**config.mk**
```make
export PLATFORM = sky130hd
export DESIGN_NAME = hazard_unit_flat
export DESIGN_NICKNAME = d
export VERILOG_FILES = /design/src/rtl/cpu_types_pkg.sv /design/src/rtl/hazard_unit_if.sv /design/src/rtl/hazard_unit_detect.sv /design/src/rtl/hazard_unit.sv /design/src/flat_wrapper.sv
export SDC_FILE = /design/constraint.sdc
export NUM_CORES = 1
export LEC_CHECK = 0
export CAP_MARGIN = 15
export CORE_UTILIZATION = 41
export DETAILED_ROUTE_END_ITERATION = 8
export PLACE_DENSITY_LB_ADDON = 0.05
export SKIP_CTS_REPAIR_TIMING = 1
export SLEW_MARGIN = 20
export SYNTH_ARGS = -nofsm -noshare
export SYNTH_HDL_FRONTEND = slang
export SYNTH_HIERARCHICAL = 1
export SYNTH_SLANG_ARGS = --single-unit
```
**constraint.sdc**
```tcl
create_clock -name CLK -period 3.1 [get_ports CLK]
set_clock_uncertainty 0.1 [all_clocks]
set_input_delay 0.62 -clock CLK [delete_from_list [all_inputs] [get_ports CLK]]
set_output_delay 0.62 -clock CLK [all_outputs]
set_load 0.1 [all_outputs]
```
**src/rtl/cpu_types_pkg.sv**
```systemverilog
// Shared CPU datapath types: word/register widths, forwarding mux selects
// and the hazard unit's control state.
package cpu_types_pkg;

  typedef logic [31:0] word_t;
  typedef logic [4:0]  regbits_t;

  typedef enum logic [1:0] {
    FWD_NONE,
    FWD_MEM,
    FWD_WB
  } fwdMux_t;

  typedef enum logic [1:0] {
    RUN,
    FLUSH_PEND,
    HALTED
  } hazard_state_t;

endpackage

```
**src/rtl/hazard_unit_if.sv**
```systemverilog
// Pipeline hazard control bundle between the datapath and hazard_unit.
// The statistics counters exist only when HAZARD_STATS_EN is defined.
interface hazard_unit_if;
  import cpu_types_pkg::*;

  logic     ihit;
  logic     dhit;
  logic     mem_dREN;
  logic     mem_dWEN;
  regbits_t id_rs;
  regbits_t id_rt;
  logic     id_usesRt;
  logic     ex_memRead;
  regbits_t ex_dest;
  logic     mem_brTaken;
  word_t    mem_target;
  logic     mem_halt;

  logic     pc_en;
  logic     pc_redirect;
  word_t    redirect_pc;
  logic     ifid_en;
  logic     idex_en;
  logic     exmem_en;
  logic     memwb_en;
  logic     ifid_flush;
  logic     idex_flush;
  logic     exmem_flush;
  logic     halt;
`ifdef HAZARD_STATS_EN
  word_t    stall_cnt;
  word_t    bubble_cnt;
  word_t    flush_cnt;
`endif

  modport hu (
    input  ihit, dhit, mem_dREN, mem_dWEN, id_rs, id_rt, id_usesRt,
           ex_memRead, ex_dest, mem_brTaken, mem_target, mem_halt,
    output pc_en, pc_redirect, redirect_pc, ifid_en, idex_en, exmem_en,
           memwb_en, ifid_flush, idex_flush, exmem_flush, halt
`ifdef HAZARD_STATS_EN
    , output stall_cnt, bubble_cnt, flush_cnt
`endif
  );

  modport dp (
    output ihit, dhit, mem_dREN, mem_dWEN, id_rs, id_rt, id_usesRt,
           ex_memRead, ex_dest, mem_brTaken, mem_target, mem_halt,
    input  pc_en, pc_redirect, redirect_pc, ifid_en, idex_en, exmem_en,
           memwb_en, ifid_flush, idex_flush, exmem_flush, halt
`ifdef HAZARD_STATS_EN
    , input stall_cnt, bubble_cnt, flush_cnt
`endif
  );

endinterface

```
**src/rtl/hazard_unit_detect.sv**
```systemverilog
// Combinational decode of the two non-bypassable hazards: dcache freeze and
// load-use. Kept separate so a scoreboard can reuse the same decode.
module hazard_detect
  import cpu_types_pkg::*;
(
  input  logic     i_mem_dREN,
  input  logic     i_mem_dWEN,
  input  logic     i_dhit,
  input  regbits_t i_id_rs,
  input  regbits_t i_id_rt,
  input  logic     i_id_usesRt,
  input  logic     i_ex_memRead,
  input  regbits_t i_ex_dest,
  output logic     o_freeze,
  output logic     o_loaduse
);

  assign o_freeze  = (i_mem_dREN | i_mem_dWEN) & ~i_dhit;

  // $0 is hardwired, so a load into it can never create a dependency.
  assign o_loaduse = i_ex_memRead & (i_ex_dest != '0) &
                     ((i_ex_dest == i_id_rs) |
                      (i_id_usesRt & (i_ex_dest == i_id_rt)));

endmodule

```
**src/rtl/hazard_unit.sv**
```systemverilog
// Pipeline stall/flush/redirect controller for the 5-stage MIPS datapath.
// Define HAZARD_STATS_EN to add saturating stall/bubble/flush counters.
module hazard_unit
  import cpu_types_pkg::*;
(
  input  logic     CLK,
  input  logic     nRST,
  hazard_unit_if.hu hif
);

  hazard_state_t r_state, w_next_state;
  word_t         r_redirect_pc, w_next_redirect_pc;
  logic          w_freeze, w_loaduse;
  logic          w_pc_en, w_pc_redirect, w_ifid_en, w_idex_en, w_exmem_en, w_memwb_en;
  logic          w_ifid_flush, w_idex_flush, w_exmem_flush;
  logic          w_cnt_stall, w_cnt_bubble, w_cnt_flush;

  hazard_detect u_detect (
    .i_mem_dREN   (hif.mem_dREN),
    .i_mem_dWEN   (hif.mem_dWEN),
    .i_dhit       (hif.dhit),
    .i_id_rs      (hif.id_rs),
    .i_id_rt      (hif.id_rt),
    .i_id_usesRt  (hif.id_usesRt),
    .i_ex_memRead (hif.ex_memRead),
    .i_ex_dest    (hif.ex_dest),
    .o_freeze     (w_freeze),
    .o_loaduse    (w_loaduse)
  );

  always_ff @(posedge CLK or negedge nRST) begin
    if (!nRST) begin
      r_state       <= RUN;
      r_redirect_pc <= '0;
    end else begin
      r_state       <= w_next_state;
      r_redirect_pc <= w_next_redirect_pc;
    end
  end

  // Everything is gated by nRST so the pipeline is fully stopped during reset.
  always_comb begin
    w_next_state       = r_state;
    w_next_redirect_pc = r_redirect_pc;
    w_pc_en       = 1'b0;
    w_pc_redirect = 1'b0;
    w_ifid_en     = 1'b0;
    w_idex_en     = 1'b0;
    w_exmem_en    = 1'b0;
    w_memwb_en    = 1'b0;
    w_ifid_flush  = 1'b0;
    w_idex_flush  = 1'b0;
    w_exmem_flush = 1'b0;
    w_cnt_stall   = 1'b0;
    w_cnt_bubble  = 1'b0;
    w_cnt_flush   = 1'b0;
    if (nRST && r_state != HALTED) begin
      if (w_freeze) begin
        w_cnt_stall = 1'b1;
      end else if (r_state == FLUSH_PEND) begin
        w_pc_redirect = 1'b1;
        w_idex_en     = 1'b1;
        w_exmem_en    = 1'b1;
        w_memwb_en    = 1'b1;
        w_idex_flush  = 1'b1;
        if (hif.ihit) begin
          w_pc_en      = 1'b1;
          w_ifid_en    = 1'b1;
          w_ifid_flush = 1'b1;
          w_next_state = RUN;
        end
      end else if (hif.mem_halt) begin
        w_memwb_en   = 1'b1;
        w_next_state = HALTED;
      end else if (hif.mem_brTaken) begin
        w_cnt_flush   = 1'b1;
        w_idex_en     = 1'b1;
        w_exmem_en    = 1'b1;
        w_memwb_en    = 1'b1;
        w_idex_flush  = 1'b1;
        w_exmem_flush = 1'b1;
        if (hif.ihit) begin
          w_pc_en       = 1'b1;
          w_pc_redirect = 1'b1;
          w_ifid_en     = 1'b1;
          w_ifid_flush  = 1'b1;
        end else begin
          w_next_redirect_pc = hif.mem_target;
          w_next_state       = FLUSH_PEND;
        end
      end else if (w_loaduse || !hif.ihit) begin
        w_cnt_bubble = w_loaduse;
        w_idex_en    = 1'b1;
        w_exmem_en   = 1'b1;
        w_memwb_en   = 1'b1;
        w_idex_flush = 1'b1;
      end else begin
        w_pc_en    = 1'b1;
        w_ifid_en  = 1'b1;
        w_idex_en  = 1'b1;
        w_exmem_en = 1'b1;
        w_memwb_en = 1'b1;
      end
    end
  end

  // A same-cycle redirect uses mem_target directly; the latch serves FLUSH_PEND.
  assign hif.redirect_pc = (r_state == FLUSH_PEND) ? r_redirect_pc :
                           (w_pc_redirect ? hif.mem_target : r_redirect_pc);
  assign hif.pc_en       = w_pc_en;
  assign hif.pc_redirect = w_pc_redirect;
  assign hif.ifid_en     = w_ifid_en;
  assign hif.idex_en     = w_idex_en;
  assign hif.exmem_en    = w_exmem_en;
  assign hif.memwb_en    = w_memwb_en;
  assign hif.ifid_flush  = w_ifid_flush;
  assign hif.idex_flush  = w_idex_flush;
  assign hif.exmem_flush = w_exmem_flush;
  assign hif.halt        = (r_state == HALTED);

`ifdef HAZARD_STATS_EN
  word_t r_stall_cnt, r_bubble_cnt, r_flush_cnt;

  always_ff @(posedge CLK or negedge nRST) begin
    if (!nRST) begin
      r_stall_cnt  <= '0;
      r_bubble_cnt <= '0;
      r_flush_cnt  <= '0;
    end else begin
      if (w_cnt_stall && r_stall_cnt != 32'hFFFF_FFFF)
        r_stall_cnt <= r_stall_cnt + 32'd1;
      if (w_cnt_bubble && r_bubble_cnt != 32'hFFFF_FFFF)
        r_bubble_cnt <= r_bubble_cnt + 32'd1;
      if (w_cnt_flush && r_flush_cnt != 32'hFFFF_FFFF)
        r_flush_cnt <= r_flush_cnt + 32'd1;
    end
  end

  assign hif.stall_cnt  = r_stall_cnt;
  assign hif.bubble_cnt = r_bubble_cnt;
  assign hif.flush_cnt  = r_flush_cnt;
`else
  logic w_unused_cnt;
  assign w_unused_cnt = w_cnt_stall ^ w_cnt_bubble ^ w_cnt_flush;
`endif

endmodule

```
**src/flat_wrapper.sv**
```systemverilog
// flat-port wrapper written by rule: the top's interface ports become plain ports
module hazard_unit_flat import cpu_types_pkg::*;
  (CLK, nRST, hif_ihit, hif_dhit, hif_mem_dREN, hif_mem_dWEN, hif_id_rs, hif_id_rt, hif_id_usesRt, hif_ex_memRead, hif_ex_dest, hif_mem_brTaken, hif_mem_target, hif_mem_halt, hif_pc_en, hif_pc_redirect, hif_redirect_pc, hif_ifid_en, hif_idex_en, hif_exmem_en, hif_memwb_en, hif_ifid_flush, hif_idex_flush, hif_exmem_flush, hif_halt);
  hazard_unit_if hif_i ();
  input  logic CLK;
  input  logic nRST;
  input wire logic [$bits(hif_i.ihit)-1:0] hif_ihit;
  input wire logic [$bits(hif_i.dhit)-1:0] hif_dhit;
  input wire logic [$bits(hif_i.mem_dREN)-1:0] hif_mem_dREN;
  input wire logic [$bits(hif_i.mem_dWEN)-1:0] hif_mem_dWEN;
  input wire logic [$bits(hif_i.id_rs)-1:0] hif_id_rs;
  input wire logic [$bits(hif_i.id_rt)-1:0] hif_id_rt;
  input wire logic [$bits(hif_i.id_usesRt)-1:0] hif_id_usesRt;
  input wire logic [$bits(hif_i.ex_memRead)-1:0] hif_ex_memRead;
  input wire logic [$bits(hif_i.ex_dest)-1:0] hif_ex_dest;
  input wire logic [$bits(hif_i.mem_brTaken)-1:0] hif_mem_brTaken;
  input wire logic [$bits(hif_i.mem_target)-1:0] hif_mem_target;
  input wire logic [$bits(hif_i.mem_halt)-1:0] hif_mem_halt;
  output wire logic [$bits(hif_i.pc_en)-1:0] hif_pc_en;
  output wire logic [$bits(hif_i.pc_redirect)-1:0] hif_pc_redirect;
  output wire logic [$bits(hif_i.redirect_pc)-1:0] hif_redirect_pc;
  output wire logic [$bits(hif_i.ifid_en)-1:0] hif_ifid_en;
  output wire logic [$bits(hif_i.idex_en)-1:0] hif_idex_en;
  output wire logic [$bits(hif_i.exmem_en)-1:0] hif_exmem_en;
  output wire logic [$bits(hif_i.memwb_en)-1:0] hif_memwb_en;
  output wire logic [$bits(hif_i.ifid_flush)-1:0] hif_ifid_flush;
  output wire logic [$bits(hif_i.idex_flush)-1:0] hif_idex_flush;
  output wire logic [$bits(hif_i.exmem_flush)-1:0] hif_exmem_flush;
  output wire logic [$bits(hif_i.halt)-1:0] hif_halt;
  assign hif_i.ihit = hif_ihit;
  assign hif_i.dhit = hif_dhit;
  assign hif_i.mem_dREN = hif_mem_dREN;
  assign hif_i.mem_dWEN = hif_mem_dWEN;
  assign hif_i.id_rs = hif_id_rs;
  assign hif_i.id_rt = hif_id_rt;
  assign hif_i.id_usesRt = hif_id_usesRt;
  assign hif_i.ex_memRead = hif_ex_memRead;
  assign hif_i.ex_dest = hif_ex_dest;
  assign hif_i.mem_brTaken = hif_mem_brTaken;
  assign hif_i.mem_target = hif_mem_target;
  assign hif_i.mem_halt = hif_mem_halt;
  assign hif_pc_en = hif_i.pc_en;
  assign hif_pc_redirect = hif_i.pc_redirect;
  assign hif_redirect_pc = hif_i.redirect_pc;
  assign hif_ifid_en = hif_i.ifid_en;
  assign hif_idex_en = hif_i.idex_en;
  assign hif_exmem_en = hif_i.exmem_en;
  assign hif_memwb_en = hif_i.memwb_en;
  assign hif_ifid_flush = hif_i.ifid_flush;
  assign hif_idex_flush = hif_i.idex_flush;
  assign hif_exmem_flush = hif_i.exmem_flush;
  assign hif_halt = hif_i.halt;
  hazard_unit u_core (.CLK(CLK), .nRST(nRST), .hif(hif_i));
endmodule
```
---- Word-level counts from Yosys, hierarchy flattened ----
Cells that the tools add are included.
word-level totals
  bits in registers ....................... 34
  output and inout port bits .............. 42
  word-level logic and storage cells ...... 66
operators by class
  equal/unequal tests ..................... 7
  mux-type cells .......................... 39
  bitwise logic cells ..................... 11
  reductions and logical operators ........ 7
operator list
  operator            number
  $mux 32             2
  $mux 1              32
  $eq 5x5->1          2
  $mux 2              5
  $reduce_and 6->1    1
  $not 1->1           5
  $reduce_and 5->1    1
  $reduce_bool 5->1   1
  $and 1x1->1         4
  $ne 2x2->1 const B  2
  $ne 3x1->1 const B  1
  $reduce_bool 3->1   1
  $eq 2x1->1 const B  1
  $eq 2x2->1 const B  1
  $or 1x1->1          2
  $logic_and 1x1->1   1
  $logic_not 1->1     1
  $logic_or 1x1->1    1

---- Depth between registers and ports, before layout ----
Gate-level depths: netlist of run 1.
  depth after elaboration ................. 11
  gate-level depth with buffers ........... 8
  gate-level depth less buffers ........... 7

---- Hierarchy ----
Netlist of run 1, hierarchy kept.
modules (own cells, without submodules)
  module         instances  cells each  area each (um^2)  seq. area each (um^2)
  hazard_unit    1          137         1955.6            850.8
  hazard_detect  1          19          140.1             0.0

---- Least setup slack after synthesis of run 1 ----
Ideal clock, no wire load.
  path type ............................... input port to output port
  start point ............................. input port hif_mem_dWEN
  end point ............................... output port hif_idex_en
  data arrival time ....................... 3.097 ns
  data required time ...................... 2.380 ns
  setup slack ............................. -0.717 ns
  stages .................................. 6
  path through ............................ nor2_1 > nor2_1 > nor2b_1 > nand2_1 > a21oi_1 > buf_4
between the ends
  cells in the longest elaborated chain, start to end .. 4
RTL lines
  what                 RTL line                  RTL
  start, declared      flat_wrapper.sv:10        input wire logic [$bits(hif_i.mem_dWEN)-1:0] hif_mem_dWEN;
  $or 1x1->1           hazard_unit_detect.sv:18  assign o_freeze = (i_mem_dREN | i_mem_dWEN) & ~i_dhit;
  $and 1x1->1          hazard_unit_detect.sv:18
  via u_core.w_freeze  hazard_unit.sv:13         logic w_freeze, w_loaduse;
  $mux 1 (2 in a row)  --
  end, declared        flat_wrapper.sv:23        output wire logic [$bits(hif_i.idex_en)-1:0] hif_idex_en;
The timed path passes the listed nets, and every way through them passes these cells.

---- Worst setup path in the final report of run 1 ----
  start point ............................. input port hif_ihit
  end point ............................... output port hif_redirect_pc[26]
between the ends
  cells in the longest elaborated chain, start to end .. 8
RTL lines
  what             RTL line            RTL
  start, declared  flat_wrapper.sv:7   input wire logic [$bits(hif_i.ihit)-1:0] hif_ihit;
  $mux 1           hazard_unit.sv:82   if (hif.ihit) begin
  $mux 1           hazard_unit.sv:75   end else if (hif.mem_brTaken) begin
  $mux 1           hazard_unit.sv:72   end else if (hif.mem_halt) begin
  $mux 1           hazard_unit.sv:60   end else if (r_state == FLUSH_PEND) begin
  $mux 1           hazard_unit.sv:58   if (w_freeze) begin
  $mux 1           hazard_unit.sv:57   if (nRST && r_state != HALTED) begin
  $mux 32          hazard_unit.sv:109  (w_pc_redirect ? hif.mem_target : r_redirect_pc);
  $mux 32          hazard_unit.sv:108  assign hif.redirect_pc = (r_state == FLUSH_PEND) ? r_redirect_pc :
  end, declared    flat_wrapper.sv:21  output wire logic [$bits(hif_i.redirect_pc)-1:0] hif_redirect_pc;
Every way passes these cells.

==> metrics, run 1 <==
Sink Count=34; reg2reg end=u_core/r_redirect_pc[29]; post-synthesis register bit count=34; Place WS=-236 ps; busiest grt layer=met2; Post-synth EDFFs=0; Critical path destination=hif_redirect_pc[26]; first-pass GRT wire length=7490 um; synthesized area=2100 sq um; # setup viols final=0; crit path from=hif_ihit; number of remaining DRC errors=0; FF-to-FF Start=u_core/r_state[0]; Final #Nets=328; Worst R2R Path Depth=4; Core ar.=4820 sq um; All-Layer GR Usage=0.184; fin. max-slew vios=0; WL final=5210 um; CTS tree=built; Starting Density=0.435; Critical Path End Type=primary output; Post-synth top flop=dfrtp_1; syn_area_per_cell=13.4 sq um; Mapped Cells=156; Die H=73.5 um; Root Buffer=clkbuf_8; top cells by area, synth=dfrtp_1 41%, mux2_4 21%, mux2_2 17%, xor2_1 3.3%, buf_6 1.6%; CP startpoint kind=primary input; status=completed; DRT Pass-1 Iters=4; Critical Path RT=2380 ps; clock transition at the registers of the reported paths=70 ps; Worst-Margin Slew=435 ps; Net Count, Synth=213; dpl hpwl=3700 um; Synth area leader=dfrtp_1; routed via count=1,677; top-count cell post-synth=dfrtp_1; most frequent cells after synthesis=34 x dfrtp_1, 32 x mux2_2, 30 x mux2_4; num rows=25; YS warnings=6; Tmin final=3010 ps; largest net degree at the start of global routing=36; asr flop ratio synth=1.00; GR Layer Usage met3=0.0645; Hold Path Class=primary input to asynchronous set/reset pin; die area=5400 sq um; via/cell ratio=4.95; initial antenna violation count=0; DIE WIDTH=73.5 um; # Max-Cap Violations=0; Antenna Cells=0; Setup CP Type=primary input to primary output; unique cell type count in the Yosys netlist=30; Rel. slew slack=0.710; CP arrival=2290 ps; critical path peak fanout=7; Skew-Pair Late Insertion Delay=280 ps; Seq/Total Area, Yosys=0.406; dpl cells=328; port bufs=98; area grow syn2layout=84.6%; Max Root-Sink Buffers=2; share of post-route cells with drive strength above 1=0.526; # IOs=99; Avg WL per Cell=15.4 um; M2 GR Usage=0.321; H-tree Lvls=2; Period Utilization, post-route=0.971; Final Instance Count excl. Fillers=339; DRT iter0 DRCs=64; GR Overflow Total=0; final RePlAce weighted congestion=0.809; RSZ-0062 raised after global routing=no; Peak Freq=332 MHz; vias in the first global route=1,644; Num CTS Buffers=5; Setup WS post-layout=88.6 ps; Synth top area share=0.406; met1 usage=0.211; Antenna Nets Post-Route=0; Final Hold Viols=0; r2r setup slk=1420 ps
## through the flow
step	hold WS, ps	TNS [ps]	utilization	area (sq um)
global route	380	0	0.803	3870
global placement	369	-6980	0.763	3680
floorplan	224	-95.0	-	2110
CTS	347	-7750	0.782	3770
finish	345	0	0.803	3870
detailed placement	380	-7570	0.763	3680
## worst max-delay path, cell delays in order
cell             delay (ps)
clkdlybuf4s50_1         500
or3b_4                  480
clkbuf_16               200
mux2_4                  310
buf_12                  170
## kinds of logic after synthesis
logic type	count (synthesis)	share of synthesized area
buf+inv	11	0.0364
simple gates	24	0.0794
flops	34	0.406
xor+xnor	11	0.0460
mux	64	0.398
compound gates	12	0.0346
## layer usage
layer / up-vias / share of wire / wire [um]
met1: 809 / 0.40 / 2070
met5: - / 0 / 0
met2: 77 / 0.52 / 2690
met4: 0 / 0.011 / 56
li1: 785 / - / -
met3: 6 / 0.075 / 390
## cell usage in the layout (no fill, tap or decap), types with 2 or more instances in the layout
cell type / instances
nand2b_1: 3
clkbuf_8: 6
nor2b_1: 4
a21oi_1: 2
nor2_1: 2
mux2_2: 32
clkbuf_16: 2
mux2_4: 30
dfrtp_1: 34
a21oi_2: 3
clkdlybuf4s50_1: 45
buf_4: 14
o21ai_0: 2
nor2_2: 2
dlymetal6s2s_1: 10
nand3_1: 3
xnor2_1: 3
buf_12: 44
nand2_1: 2
xor2_1: 8
mux2_1: 2
## sequential cells by signal (all words and copies together) (netlist names)
signal,cells
u_core/r_redirect_pc,32
u_core/r_state,2
## worst min-delay path by stage
stage / start / to / depth (start not counted)
finish: nRST / u_core/r_redirect_pc[1] / 2
global route: nRST / u_core/r_redirect_pc[20] / 2
CTS: nRST / u_core/r_redirect_pc[1] / 2
detailed placement: u_core/r_redirect_pc[21] / u_core/r_redirect_pc[21] / 1
global placement: u_core/r_redirect_pc[22] / u_core/r_redirect_pc[22] / 1
floorplan: nRST / u_core/r_redirect_pc[0] / 0
## final cells by class
type / instances / area, sq um
sequential: 34 / 851
clock buffer: 7 / 86.3
inverter: 2 / 11.3
multi-input combinational: 111 / 1200
timing repair buffer: 117 / 1630
clock inverter: 1 / 5.00
tap: 67 / 83.8
fill: 289 / 948
Power of run 1 is not shown: default switching activity piles up to over one toggle a cycle in this logic, so the estimate is an artifact.
==> inputs of run 2 (changes only) <==
--- a/config.mk
+++ b/config.mk
@@ -6,7 +6,7 @@
 export NUM_CORES = 1
 export LEC_CHECK = 0
 export CAP_MARGIN = 15
-export CORE_UTILIZATION = 41
+export CORE_UTILIZATION = 44
 export DETAILED_ROUTE_END_ITERATION = 8
 export PLACE_DENSITY_LB_ADDON = 0.05
 export SKIP_CTS_REPAIR_TIMING = 1
==> constraint.sdc (replaced) <==
create_clock -name CLK -period 3.5 [get_ports CLK]
set_clock_uncertainty 0.1 [all_clocks]
set_input_delay 1.05 -clock CLK [delete_from_list [all_inputs] [get_ports CLK]]
set_output_delay 1.05 -clock CLK [all_outputs]
set_load 0.1 [all_outputs]
==> run 2 against run 1 <==
Net effect: hold slack gained 46 ps; sequential share of layout area decreased by 0.23 points; sequential cell count unchanged; the run now ends with DRC, setup timing left; largest cell class unchanged.
==> metrics, run 2 (same netlist as run 1, synthesis figures left out) <==
status=finished with violations; failing checks=DRC, setup timing; via/cell ratio=5.10; Core ar.=4470 sq um; Max Root-Sink Buffers=2; Tmin final=3770 ps; DIE WIDTH=71.0 um; CP max-delay cell=or3b_4; Setup WS post-layout=-269 ps; num rows=24; Setup CP Type=primary input to primary output; Skew-Pair Late Insertion Delay=280 ps; Hold Path Class=flip-flop to flip-flop; port bufs=98; CP bufs+invs=3; CP delay by family, top=simple AND/OR/NAND/NOR gates; Critical Path Max Stage Delay=470 ps; H-tree Lvls=2; Final #Nets=330; DRT Pass-1 Iters=8; number of remaining DRC errors=12; DRT iter0 DRCs=70; Peak Freq=265 MHz; CP startpoint kind=primary input; initial antenna violation count=0; area grow syn2layout=86.6%; Worst-Margin Slew=421 ps; Starting Density=0.468; first-pass GRT wire length=8020 um; Avg WL per Cell=15.5 um; routed via count=1,662; Antenna Nets Post-Route=0; setup tns final=-8540 ps; final RePlAce weighted congestion=0.782; Antenna Cells=0; Critical Path RT=2350 ps; # setup viols final=35; Rel. slew slack=0.719; Num CTS Buffers=5; Period Utilization, post-route=1.08; Final Hold Viols=0; clock transition at the registers of the reported paths=70 ps; die area=5040 sq um; WL final=5050 um; dpl hpwl=3760 um; All-Layer GR Usage=0.205; Top Registers=u_core/r_redirect_pc: 32 flops, u_core/r_state: 2 flops; CP arrival=2620 ps; Root Buffer=clkbuf_8; Die H=71.0 um; Critical Path End Type=primary output; vias in the first global route=1,655; RSZ-0062 raised after global routing=yes; # Max-Cap Violations=0; number of flip-flops in the largest register=32; # IOs=99; most common cell after layout, fill and taps aside=buf_12; share of post-route cells with drive strength above 1=0.580; most frequent cells in the layout=44 x buf_12, 37 x clkdlybuf4s50_1, 34 x dfrtp_1, 32 x mux2_4, 30 x mux2_2; critical path peak fanout=7; GR Overflow Total=0; Sink Count=34; crit path cell chain=buf_6, nor2_4, nor2_2, nand4bb_4, or3b_4, clkbuf_16, mux2_4, buf_12; Biggest register=u_core/r_redirect_pc; largest net degree at the start of global routing=36; fin. max-slew vios=0; CTS tree=built; Fin Hold WS=391 ps
==> run 2: cell count changes in the layout (fill, tap and decap cells not counted), moves of 2 or more <==
cell and change:
clkdlybuf4s50_1 -8, clkbuf_2 +4, buf_6 +3, dlymetal6s2s_1 +2
mux2_2 -2, mux2_4 +2, nor2_1 -2, nor2_4 +2
nor2b_1 -2
==> run 2: worst paths after layout <==
kind | start | endpoint | slack, ps | depth (start not counted)
max reg2reg | u_core/r_state[1] | u_core/r_redirect_pc[23] | 1810 | 4
max in group asynchronous | nRST | u_core/r_redirect_pc[25] | 2420 | 2
min in group asynchronous | nRST | u_core/r_redirect_pc[3] | 700 | 2
min | u_core/r_redirect_pc[22] | u_core/r_redirect_pc[22] | 390 | 1
max | hif_mem_dREN | hif_redirect_pc[24] | -270 | 8
min reg2reg | u_core/r_redirect_pc[22] | u_core/r_redirect_pc[22] | 390 | 1
==> run 2: cell type report <==
cell class                 count  area [sq um]
inverter                       2          11.3
multi-input combinational    111          1250
timing repair buffer         119          1630
clock inverter                 2          12.5
fill                         210           564
sequential                    34           851
clock buffer                   6          82.6
tap                           52          65.1
==> run 2: stage by stage <==
stage                     utilization  setup WS (ps)  std cells  cell area (sq um)
after floorplan                     -           -229        156               2190
after global placement          0.826           -719        314               3700
after detailed placement        0.826           -737        314               3700
after CTS                       0.847           -739        322               3790
after global routing            0.874           -308        326               3910
final                           0.874           -269        326               3910
==> run 2: per-layer routing <==
layer,track usage,share of wire
met5,0,0
met2,0.358,0.52
met3,0.0427,0.047
met4,0.0556,0.012
met1,0.258,0.42
Power of run 2 is left out for the same reason.
